File: src/rtl/regfile_wb_scheduler_if.sv
// Writeback, register-file write port and issue/scoreboard signals of the
// writeback scheduler, bundled for connection between the datapath and the
// scheduler. The scheduler takes the slave view; execution units, decode and
// the register file together form the master view.
interface regfile_wb_scheduler_if #(
  parameter int NUM_REQ = 3,
  parameter int XLEN    = 64
);
  // Writeback requesters
  logic [NUM_REQ-1:0]      req_valid;
  logic [5*NUM_REQ-1:0]    req_rd;
  logic [XLEN*NUM_REQ-1:0] req_data;
  logic [NUM_REQ-1:0]      req_ready;

  // Register file write port
  logic                    reg_write;
  logic [4:0]              rd_addr;
  logic [XLEN-1:0]         rd_data;

  // Decode/issue and hazard lookup
  logic                    issue_valid;
  logic [4:0]              issue_rd;
  logic                    issue_ready;
  logic [4:0]              rs1_addr;
  logic [4:0]              rs2_addr;
  logic                    rs1_busy;
  logic                    rs2_busy;

  modport master (
    output req_valid, req_rd, req_data, issue_valid, issue_rd, rs1_addr, rs2_addr,
    input  req_ready, reg_write, rd_addr, rd_data, issue_ready, rs1_busy, rs2_busy
  );

  modport slave (
    input  req_valid, req_rd, req_data, issue_valid, issue_rd, rs1_addr, rs2_addr,
    output req_ready, reg_write, rd_addr, rd_data, issue_ready, rs1_busy, rs2_busy
  );
endinterface

File: src/rtl/regfile_wb_scheduler.sv
// Writeback scheduler for the 32 x XLEN integer register file.
// - Round-robin arbitration of NUM_REQ writeback requesters onto the single
//   write port; the port itself is driven from registers.
// - Busy scoreboard: set on issue of an instruction writing rd, cleared on
//   the edge at which the register file commits that rd.
// Optional feature: define RF_WB_TRACE_EN to print one line per committed
// writeback (the granted requester index is then carried with the data).
module regfile_wb_scheduler #(
  parameter int NUM_REQ = 3,
  parameter int XLEN    = 64
) (
  input logic                    clk,
  input logic                    rst,
  regfile_wb_scheduler_if.slave  bus
);

  localparam int IDX_W = (NUM_REQ > 1) ? $clog2(NUM_REQ) : 1;
  localparam logic [IDX_W-1:0] LAST_RST = IDX_W'(NUM_REQ - 1);

  logic [IDX_W-1:0]   last_q, last_d;
  logic [IDX_W-1:0]   gnt_idx;
  logic [NUM_REQ-1:0] gnt;
  logic               gnt_any;

  logic [4:0]         sel_rd;
  logic [XLEN-1:0]    sel_data;

  logic               reg_write_q, reg_write_d;
  logic [4:0]         rd_addr_q, rd_addr_d;
  logic [XLEN-1:0]    rd_data_q, rd_data_d;

  logic [31:0]        busy_q, busy_d;
  logic               issue_ok;

  // Round-robin search starting one past the last grant; no grants in reset.
  always_comb begin
    int cand;
    logic [IDX_W-1:0] cand_idx;
    gnt      = '0;
    gnt_idx  = last_q;
    gnt_any  = 1'b0;
    cand     = 0;
    cand_idx = '0;
    if (!rst) begin
      for (int k = 1; k <= NUM_REQ; k++) begin
        cand     = (int'(last_q) + k) % NUM_REQ;
        cand_idx = IDX_W'(cand);
        if (!gnt_any && bus.req_valid[cand_idx]) begin
          gnt_any       = 1'b1;
          gnt[cand_idx] = 1'b1;
          gnt_idx       = cand_idx;
        end
      end
    end
    last_d = gnt_any ? gnt_idx : last_q;
  end

  // Mux the granted requester's destination and data; one-hot grant so OR works.
  always_comb begin
    sel_rd   = '0;
    sel_data = '0;
    for (int i = 0; i < NUM_REQ; i++) begin
      if (gnt[i]) begin
        sel_rd   = sel_rd   | bus.req_rd[5*i +: 5];
        sel_data = sel_data | bus.req_data[XLEN*i +: XLEN];
      end
    end
    // Writes to x0 are accepted but never reach the port.
    reg_write_d = gnt_any && (sel_rd != 5'd0);
    rd_addr_d   = reg_write_d ? sel_rd   : rd_addr_q;
    rd_data_d   = reg_write_d ? sel_data : rd_data_q;
  end

  // Arbitration pointer and registered write-port drive.
  always_ff @(posedge clk) begin
    if (rst) begin
      last_q      <= LAST_RST;
      reg_write_q <= 1'b0;
      rd_addr_q   <= '0;
      rd_data_q   <= '0;
    end else begin
      last_q      <= last_d;
      reg_write_q <= reg_write_d;
      rd_addr_q   <= rd_addr_d;
      rd_data_q   <= rd_data_d;
    end
  end

  // Issue acceptance and scoreboard next state; set and clear never collide
  // because a set requires the target to be idle.
  always_comb begin
    issue_ok = !rst && bus.issue_valid &&
               ((bus.issue_rd == 5'd0) || !busy_q[bus.issue_rd]);
    busy_d = busy_q;
    if (reg_write_q) busy_d[rd_addr_q] = 1'b0;
    if (issue_ok && (bus.issue_rd != 5'd0)) busy_d[bus.issue_rd] = 1'b1;
    busy_d[0] = 1'b0;
  end

  // Scoreboard register; reset drops every pending write.
  always_ff @(posedge clk) begin
    if (rst) busy_q <= '0;
    else     busy_q <= busy_d;
  end

  assign bus.req_ready   = gnt;
  assign bus.reg_write   = reg_write_q;
  assign bus.rd_addr     = rd_addr_q;
  assign bus.rd_data     = rd_data_q;
  assign bus.issue_ready = issue_ok;
  assign bus.rs1_busy    = busy_q[bus.rs1_addr];
  assign bus.rs2_busy    = busy_q[bus.rs2_addr];

`ifdef RF_WB_TRACE_EN
  logic [IDX_W-1:0] wb_idx_q;

  // Carry the grant index with the write and report each commit.
  always_ff @(posedge clk) begin
    if (rst) wb_idx_q <= '0;
    else if (reg_write_d) wb_idx_q <= gnt_idx;
    if (!rst && reg_write_q)
      $display("WB: x%0d = %h (req %0d)", rd_addr_q, rd_data_q, wb_idx_q);
  end
`endif

endmodule

File: src/flat_wrapper.sv
// flat-port wrapper written by rule: the top's interface ports become plain ports
module regfile_wb_scheduler_flat 
#(
  parameter int NUM_REQ = 3,
  parameter int XLEN    = 64
)
  (clk, rst, bus_req_valid, bus_req_rd, bus_req_data, bus_issue_valid, bus_issue_rd, bus_rs1_addr, bus_rs2_addr, bus_req_ready, bus_reg_write, bus_rd_addr, bus_rd_data, bus_issue_ready, bus_rs1_busy, bus_rs2_busy);
  regfile_wb_scheduler_if #(.NUM_REQ(NUM_REQ), .XLEN(XLEN)) bus_i ();
  input logic clk;
  input logic rst;
  input wire logic [$bits(bus_i.req_valid)-1:0] bus_req_valid;
  input wire logic [$bits(bus_i.req_rd)-1:0] bus_req_rd;
  input wire logic [$bits(bus_i.req_data)-1:0] bus_req_data;
  input wire logic [$bits(bus_i.issue_valid)-1:0] bus_issue_valid;
  input wire logic [$bits(bus_i.issue_rd)-1:0] bus_issue_rd;
  input wire logic [$bits(bus_i.rs1_addr)-1:0] bus_rs1_addr;
  input wire logic [$bits(bus_i.rs2_addr)-1:0] bus_rs2_addr;
  output wire logic [$bits(bus_i.req_ready)-1:0] bus_req_ready;
  output wire logic [$bits(bus_i.reg_write)-1:0] bus_reg_write;
  output wire logic [$bits(bus_i.rd_addr)-1:0] bus_rd_addr;
  output wire logic [$bits(bus_i.rd_data)-1:0] bus_rd_data;
  output wire logic [$bits(bus_i.issue_ready)-1:0] bus_issue_ready;
  output wire logic [$bits(bus_i.rs1_busy)-1:0] bus_rs1_busy;
  output wire logic [$bits(bus_i.rs2_busy)-1:0] bus_rs2_busy;
  assign bus_i.req_valid = bus_req_valid;
  assign bus_i.req_rd = bus_req_rd;
  assign bus_i.req_data = bus_req_data;
  assign bus_i.issue_valid = bus_issue_valid;
  assign bus_i.issue_rd = bus_issue_rd;
  assign bus_i.rs1_addr = bus_rs1_addr;
  assign bus_i.rs2_addr = bus_rs2_addr;
  assign bus_req_ready = bus_i.req_ready;
  assign bus_reg_write = bus_i.reg_write;
  assign bus_rd_addr = bus_i.rd_addr;
  assign bus_rd_data = bus_i.rd_data;
  assign bus_issue_ready = bus_i.issue_ready;
  assign bus_rs1_busy = bus_i.rs1_busy;
  assign bus_rs2_busy = bus_i.rs2_busy;
  regfile_wb_scheduler #(.NUM_REQ(NUM_REQ), .XLEN(XLEN)) u_core (.clk(clk), .rst(rst), .bus(bus_i));
endmodule
File: config.mk
export PLATFORM = sky130hd
export DESIGN_NAME = regfile_wb_scheduler_flat
export DESIGN_NICKNAME = d
export VERILOG_FILES = /design/src/rtl/regfile_wb_scheduler_if.sv /design/src/rtl/regfile_wb_scheduler.sv /design/src/flat_wrapper.sv
export SDC_FILE = /design/constraint.sdc
export NUM_CORES = 1
export LEC_CHECK = 0
export ABC_AREA = 1
export CAP_MARGIN = 20
export CELL_PAD_IN_SITES_DETAIL_PLACEMENT = 0
export CELL_PAD_IN_SITES_GLOBAL_PLACEMENT = 2
export CORE_UTILIZATION = 18
export CTS_BUF_LIST = sky130_fd_sc_hd__clkbuf_16
export DETAILED_ROUTE_END_ITERATION = 7
export PLACE_DENSITY_LB_ADDON = 0.1
export SLEW_MARGIN = 20
export SYNTH_ARGS = -nofsm -noshare
export SYNTH_HDL_FRONTEND = slang
export SYNTH_SLANG_ARGS = --single-unit
File: constraint.sdc
create_clock -name clk -period 2.5 [get_ports clk]
set_clock_uncertainty 0.15 [all_clocks]
set_input_delay 0.5 -clock clk [delete_from_list [all_inputs] [get_ports clk]]
set_output_delay 0.5 -clock clk [all_outputs]
set_load 0.02 [all_outputs]
# Word-level counts from Yosys, hierarchy flattened
# Cells that the tools add are included.
dict set report totals {
  reg_bits 104
  in_bits 228
  out_inout_bits 76
  wordCells 99
}
dict set report op_classes {
  add_sub_neg 3
  n_div 3
  magnitude_cmp 12
  muxes 45
  n_bitwise 9
  reduce_logical 21
}
# operator n
set op_table {}
lappend op_table {{64-bit 2-to-1 mux} 3}
lappend op_table {{64-bit OR} 2}
lappend op_table {{32-bit by 3-bit modulo with 32-bit output (second input constant)} 3}
lappend op_table {{32-bit 2-to-1 mux} 2}
lappend op_table {{32-bit AND} 1}
lappend op_table {{32-bit NOT} 1}
lappend op_table {{32-bit OR} 1}
lappend op_table {{5-bit by 6-bit < comparator with 1-bit output (second input constant)} 4}
lappend op_table {{3-bit 2-to-1 mux} 6}
lappend op_table {{1-bit 2-to-1 mux} 17}
lappend op_table {{1-bit binary-select mux with 5-bit select} 3}
lappend op_table {{5-bit 2-to-1 mux} 3}
lappend op_table {{1-bit logical AND} 11}
lappend op_table {{1-bit demux with 5-bit select} 2}
lappend op_table {{5-bit by 1-bit greater-or-equal comparator with 1-bit output (second input constant)} 2}
lappend op_table {{5-bit OR} 2}
lappend op_table {{5-bit nonzero test} 2}
lappend op_table {{2-bit by 3-bit < comparator with 1-bit output (second input constant)} 3}
lappend op_table {{2-bit by 2-bit adder with 3-bit output (second input constant)} 2}
lappend op_table {{1-bit binary-select mux with 2-bit select} 3}
lappend op_table {{1-bit demux with 2-bit select} 3}
lappend op_table {{2-bit by 1-bit greater-or-equal comparator with 1-bit output (second input constant)} 3}
lappend op_table {{2-bit 2-to-1 mux} 3}
lappend op_table {{3-bit OR} 2}
lappend op_table {{6 further kinds} 9}

# Longest topological paths before layout
dict set report depth {
  depth_word 21
  ltp_mapped 19
  depth_no_buf 17
}

# Worst setup path after synthesis
# OpenSTA, ideal clock, no wires.
dict set report synth_path {
  kind {reg2out}
  startpoint {register u_core.last_q[0]}
  endpoint {output bus_req_ready[0]}
  t_arrival_ps 1959
  required_ps 1850
  slack_ps -109
  stages_incl_launch_ff 12
  path_buffers 1
  path_cell_list {dfxtp_1 inv_1 ha_1 inv_2 nand3_1 nand3_1 nor2_2 nand3_1 nand2_1 nand2_1 inv_1 clkbuf_1}
}
dict set report synth_via {
  elab_chain_cells 14
  word_cells_on_any_way 43
  cone_classes {add/sub (3); div (3); order compare (6); mux (22); bitwise (2); reduce/logical (7)}
}
# item line_no
set synth_rtl {}
lappend synth_rtl {{start: declaration} regfile_wb_scheduler.sv:20} ;# logic [IDX_W-1:0] last_q, last_d;
lappend synth_rtl {{start signal: assignment} regfile_wb_scheduler.sv:82} ;# last_q <= last_d;
lappend synth_rtl {{2-bit by 1-bit adder with 3-bit output} regfile_wb_scheduler.sv:46} ;# cand = (int'(last_q) + k) % NUM_REQ;
lappend synth_rtl {{32-bit by 3-bit modulo with 32-bit output} regfile_wb_scheduler.sv:46}
lappend synth_rtl {{2-bit by 3-bit < comparator with 1-bit output (implied by the code), or another cell as far along} regfile_wb_scheduler.sv:50} ;# gnt[cand_idx] = 1'b1;
lappend synth_rtl {{1-bit logical AND (implied by the code) or 1-bit 2-to-1 mux (tied branches)} {regfile_wb_scheduler.sv:50, regfile_wb_scheduler.sv:48}}
lappend synth_rtl {{1-bit 2-to-1 mux, on equally long branches} {regfile_wb_scheduler.sv:50, regfile_wb_scheduler.sv:48}}
lappend synth_rtl {{1-bit demux with 2-bit select or 1-bit 2-to-1 mux (tied branches)} n/a}
lappend synth_rtl {{3-bit 2-to-1 mux or 1-bit logical NOT (tied branches)} regfile_wb_scheduler.sv:48} ;# if (!gnt_any && bus.req_valid[cand_idx]) begin
lappend synth_rtl {{3-bit 2-to-1 mux or 1-bit logical AND (tied branches)} {regfile_wb_scheduler.sv:44, regfile_wb_scheduler.sv:48}}
lappend synth_rtl {{3-bit OR (no line) or 1-bit 2-to-1 mux (tied branches)} n/a}
lappend synth_rtl {{3-bit 2-to-1 mux or 1-bit 2-to-1 mux (tied branches)} {regfile_wb_scheduler.sv:48, regfile_wb_scheduler.sv:44}}
lappend synth_rtl {{3-bit 2-to-1 mux or 1-bit logical NOT (tied branches)} {regfile_wb_scheduler.sv:44, regfile_wb_scheduler.sv:48}}
lappend synth_rtl {{3-bit OR (no line) or 1-bit logical AND (tied branches)} n/a}
lappend synth_rtl {{3-bit 2-to-1 mux *} regfile_wb_scheduler.sv:48}
lappend synth_rtl {{3-bit 2-to-1 mux *} regfile_wb_scheduler.sv:44} ;# if (!rst) begin
lappend synth_rtl {{end: declaration} flat_wrapper.sv:18} ;# output wire logic [$bits(bus_i.req_ready)-1:0] bus_req_ready;
# Every way passes the cells marked *; elsewhere a longest branch is shown, timed or not. The select of a mux whose other input is x is not followed.

# Worst setup path in the final report
dict set report layout_path {
  startpoint {register u_core.last_q[0]}
  endpoint {output bus_req_ready[1]}
}
# Same word-level chain as after synthesis.

==> impl_metrics.toml <==
[global_route]
grt_overflow = 0
grtUsageTotal_pct = 18.8
grt_max_degree = 49
grt_pass1_wl_mm = 55.2
antenna_found_initial = 0
grt_pass1_vias = 9318

[timing]
finalHoldViolations = 0
fin_tns_setup_ns = -12.49
max_slew.worst_pin.slew_ns = 0.466
fmax_ghz = 0.363
worst_slack_ns = -0.253
drv_slew = 0
fin_crit_sh_pct = 110
relSlewSlack_pct = 68.8
finalSetupViolations = 72
rsz0062_at_grt = "true"
period_minus_slack_ns = 2.75

[min_path]
min_from = "u_core.busy_q[4]"
holdPathStages = 2
hold_end = "u_core.busy_q[4]"
hold_class = "reg -> reg"

[logic_synthesis]
synthArstFlopShare_pct = 0
avgSynthCellArea_um2 = 5.84
ys_ff_latch = 103
syn_area_mm2 = 0.00690
yosysTopAreaCellShare_pct = 29.9
synth_edf_count = 0
yosys.area.top_type = "dfxtp_1"
yosysUniqueCellTypes = 30
synthTopCellsByArea = "dfxtp_1 30%, nand2_1 16%, nor2_1 11%, nand3_1 10%, nand4_1 6.1%"
synth_common_cells = "303 x nand2_1, 198 x nor2_1, 144 x nand3_1"
ys_seq_area_share_pct = 29.9
syn_inst = 1181
synth_warnings = 0
synth_ff_type = "dfxtp_1"
synth.most_common_cell = "nand2_1"
synth_nets = 1413

[final_layout]
diodes = 0
nets = 1837
regArea_mm2 = 0.00207
nFillCells = 4194
area_delta_synth_final_pct = 86.8
multi_input_area_mm2 = 0.00450
drive_above_1_share_pct = 20.6

[critical_path]
cpPeakStageDelay_ns = 0.34
worst-path-buf-inv = 6
arrival_ns = 2.10
timing.rr.end = "u_core.bus.rd_data[3]"
critPathSlowestCell = "dfxtp_2"
r2r_slack_ns = -0.23
critPathRequiredTime_ns = 1.85
worstPathMaxFanout = 6
path_cells = "inv_2 > ha_4 > inv_6 > nand3_2 > nand3_2 > nor2_4 > buf_6 > nand3_2 > nand2_2 > buf_6 > nand2_4 > inv_4 > buf_6"
end_kind = "output pin"
worstSetupPathType = "reg -> out"
critPathLaunch = "u_core.last_q[0]"
reg2reg_depth = 20
reg2reg_from = "u_core.last_q[0]"
critPathTopFamily = "simple AND/OR/NAND/NOR gates"
worstSetupStartpointType = "flop"

[clock_tree]
htreeDepth = 3
clk_pin_slew_worst_paths_ns = 0.08
clk_latency_ns = 0.37
numCtsBuffers = 9
clock-root-buffer = "clkbuf_16"
clock-sinks = 103
cts.path.max_buffers = 2
cts_tree = "yes"

[place]
gp_congestion = 0.860
dp_hpwl_mm = 26.5
port_buffers = 303

[route]
route.detailed.drc = 0
detail-route-antenna-nets = 0
routed_via_density = 4.36
drtIter0Drc = 434
first_pass_iters = 4
wl_mm = 37.3
wl_per_cell_um = 17.6
vias = 9248

[floorplan]
die_area_mm2 = 0.0391
die_h_um = 198
coreArea_mm2 = 0.0377
die_w_um = 198
num_io_pins = 304
num_rows = 71
initial_core_util_pct = 18.3

[flow_run]
drv_cap = 0

[power]
power_uw = 16400
vdd_ir_drop_max_mv = 0.575
p_per_area_mw_per_mm2 = 1270
p_leak_uw = 0.00537

[outcome]
violations = "setup timing"
status = "complete, but fails checks"
-- per-stage QoR --
step	util (%)	cell area, µm²	instances	hold WS (ns)	setup slack [ns]
after floorplan	-	6910	1181	0.317	0.00124
after global placement	30.3	11400	2050	0.358	-0.985
after detailed placement	30.3	11400	2050	0.360	-0.993
after CTS	33.0	12400	2105	0.372	-0.236
after global routing	34.2	12900	2121	0.402	-0.377
final	34.2	12900	2121	0.367	-0.253
-- kinds of logic after synthesis --
group / after synthesis / share of synthesized area (%)
buf+inv: 186 / 11.2
simple gates: 738 / 46.2
flops: 103 / 29.9
compound gates: 150 / 12.0
fa+ha+maj: 4 / 0.726
-- how the worst max path moves through the flow --
stage                        endpoint  cells past startpoint
6_report             bus_req_ready[1]                     13
2_1_floorplan  u_core.bus.rd_data[36]                     18
5_1_grt        u_core.bus.rd_data[39]                     20
4_1_cts              bus_req_ready[2]                     15
3_5_place_dp          bus_issue_ready                     12
3_3_place_gp          bus_issue_ready                     12
-- timing repair --
item | 4_1_cts | 5_1_grt
resized for setup | 124 | 110
buffers inserted | 33 | 11
endpoints found under the setup margin | 107 | 107
gates cloned | 8 | 6
pin swaps | 26 | 68
hold buffers | 0 | 0
-- layer usage --
metal	routed length (µm)	GRT usage (%)	vias up	share of wire (%)
met2	17300	30.9	243	46
met4	823	6.23	0	2.2
met5	0	0	-	0
met3	2180	4.22	37	5.8
met1	17000	24.0	4250	46
li1	-	-	4718	-
-- cell type report --
type / count / area share, %
well taps: 511 / 4.96
clock inverters: 7 / 0.544
inverters: 115 / 3.54
clock buffers: 9 / 1.75
flip-flops and latches: 103 / 16.1
repair inverters: 1 / 0.0583
multi-input cells: 892 / 34.9
repair buffers: 483 / 38.2
-- registers in the layout, indices dropped and copies added (netlist names) --
register	cells
u_core.bus.rd_addr	5
u_core.last_q	2
u_core.bus.rd_data	64
u_core.busy_q	31
u_core.bus.reg_write	1
-- placed cells by master (no fill, tap or decap), types with 14 or more instances in the layout --
cell             Yosys  final
a21oi_1             47     46
buf_12               0     21
buf_4                4    130
buf_6                3     20
clkbuf_16            0     14
clkdlybuf4s50_1      0    283
dfxtp_1            103     95
inv_1              109     90
inv_2                3     17
nand2_1            303    287
nand2_2              6     15
nand3_1            144    122
nand3_2              2     18
nand4_1             67     67
nor2_1             198    172
nor2_2               3     21
o21ai_0             70     62
-- report_power, final --
part           switching [µW]  leakage (µW)  total, µW  internal, µW
registers                 243      0.000849       2320          2080
logic                    6600       0.00437      12500          5940
clock network             728      0.000148       1510           782
-- tightest hold or removal path, cell delays in order (launching register included) --
cell and delay [ns]:
dfxtp_2 0.35, o21ai_0 0.07, a21oi_1 0.06
Note: power is estimated with default switching activity, not from simulation.
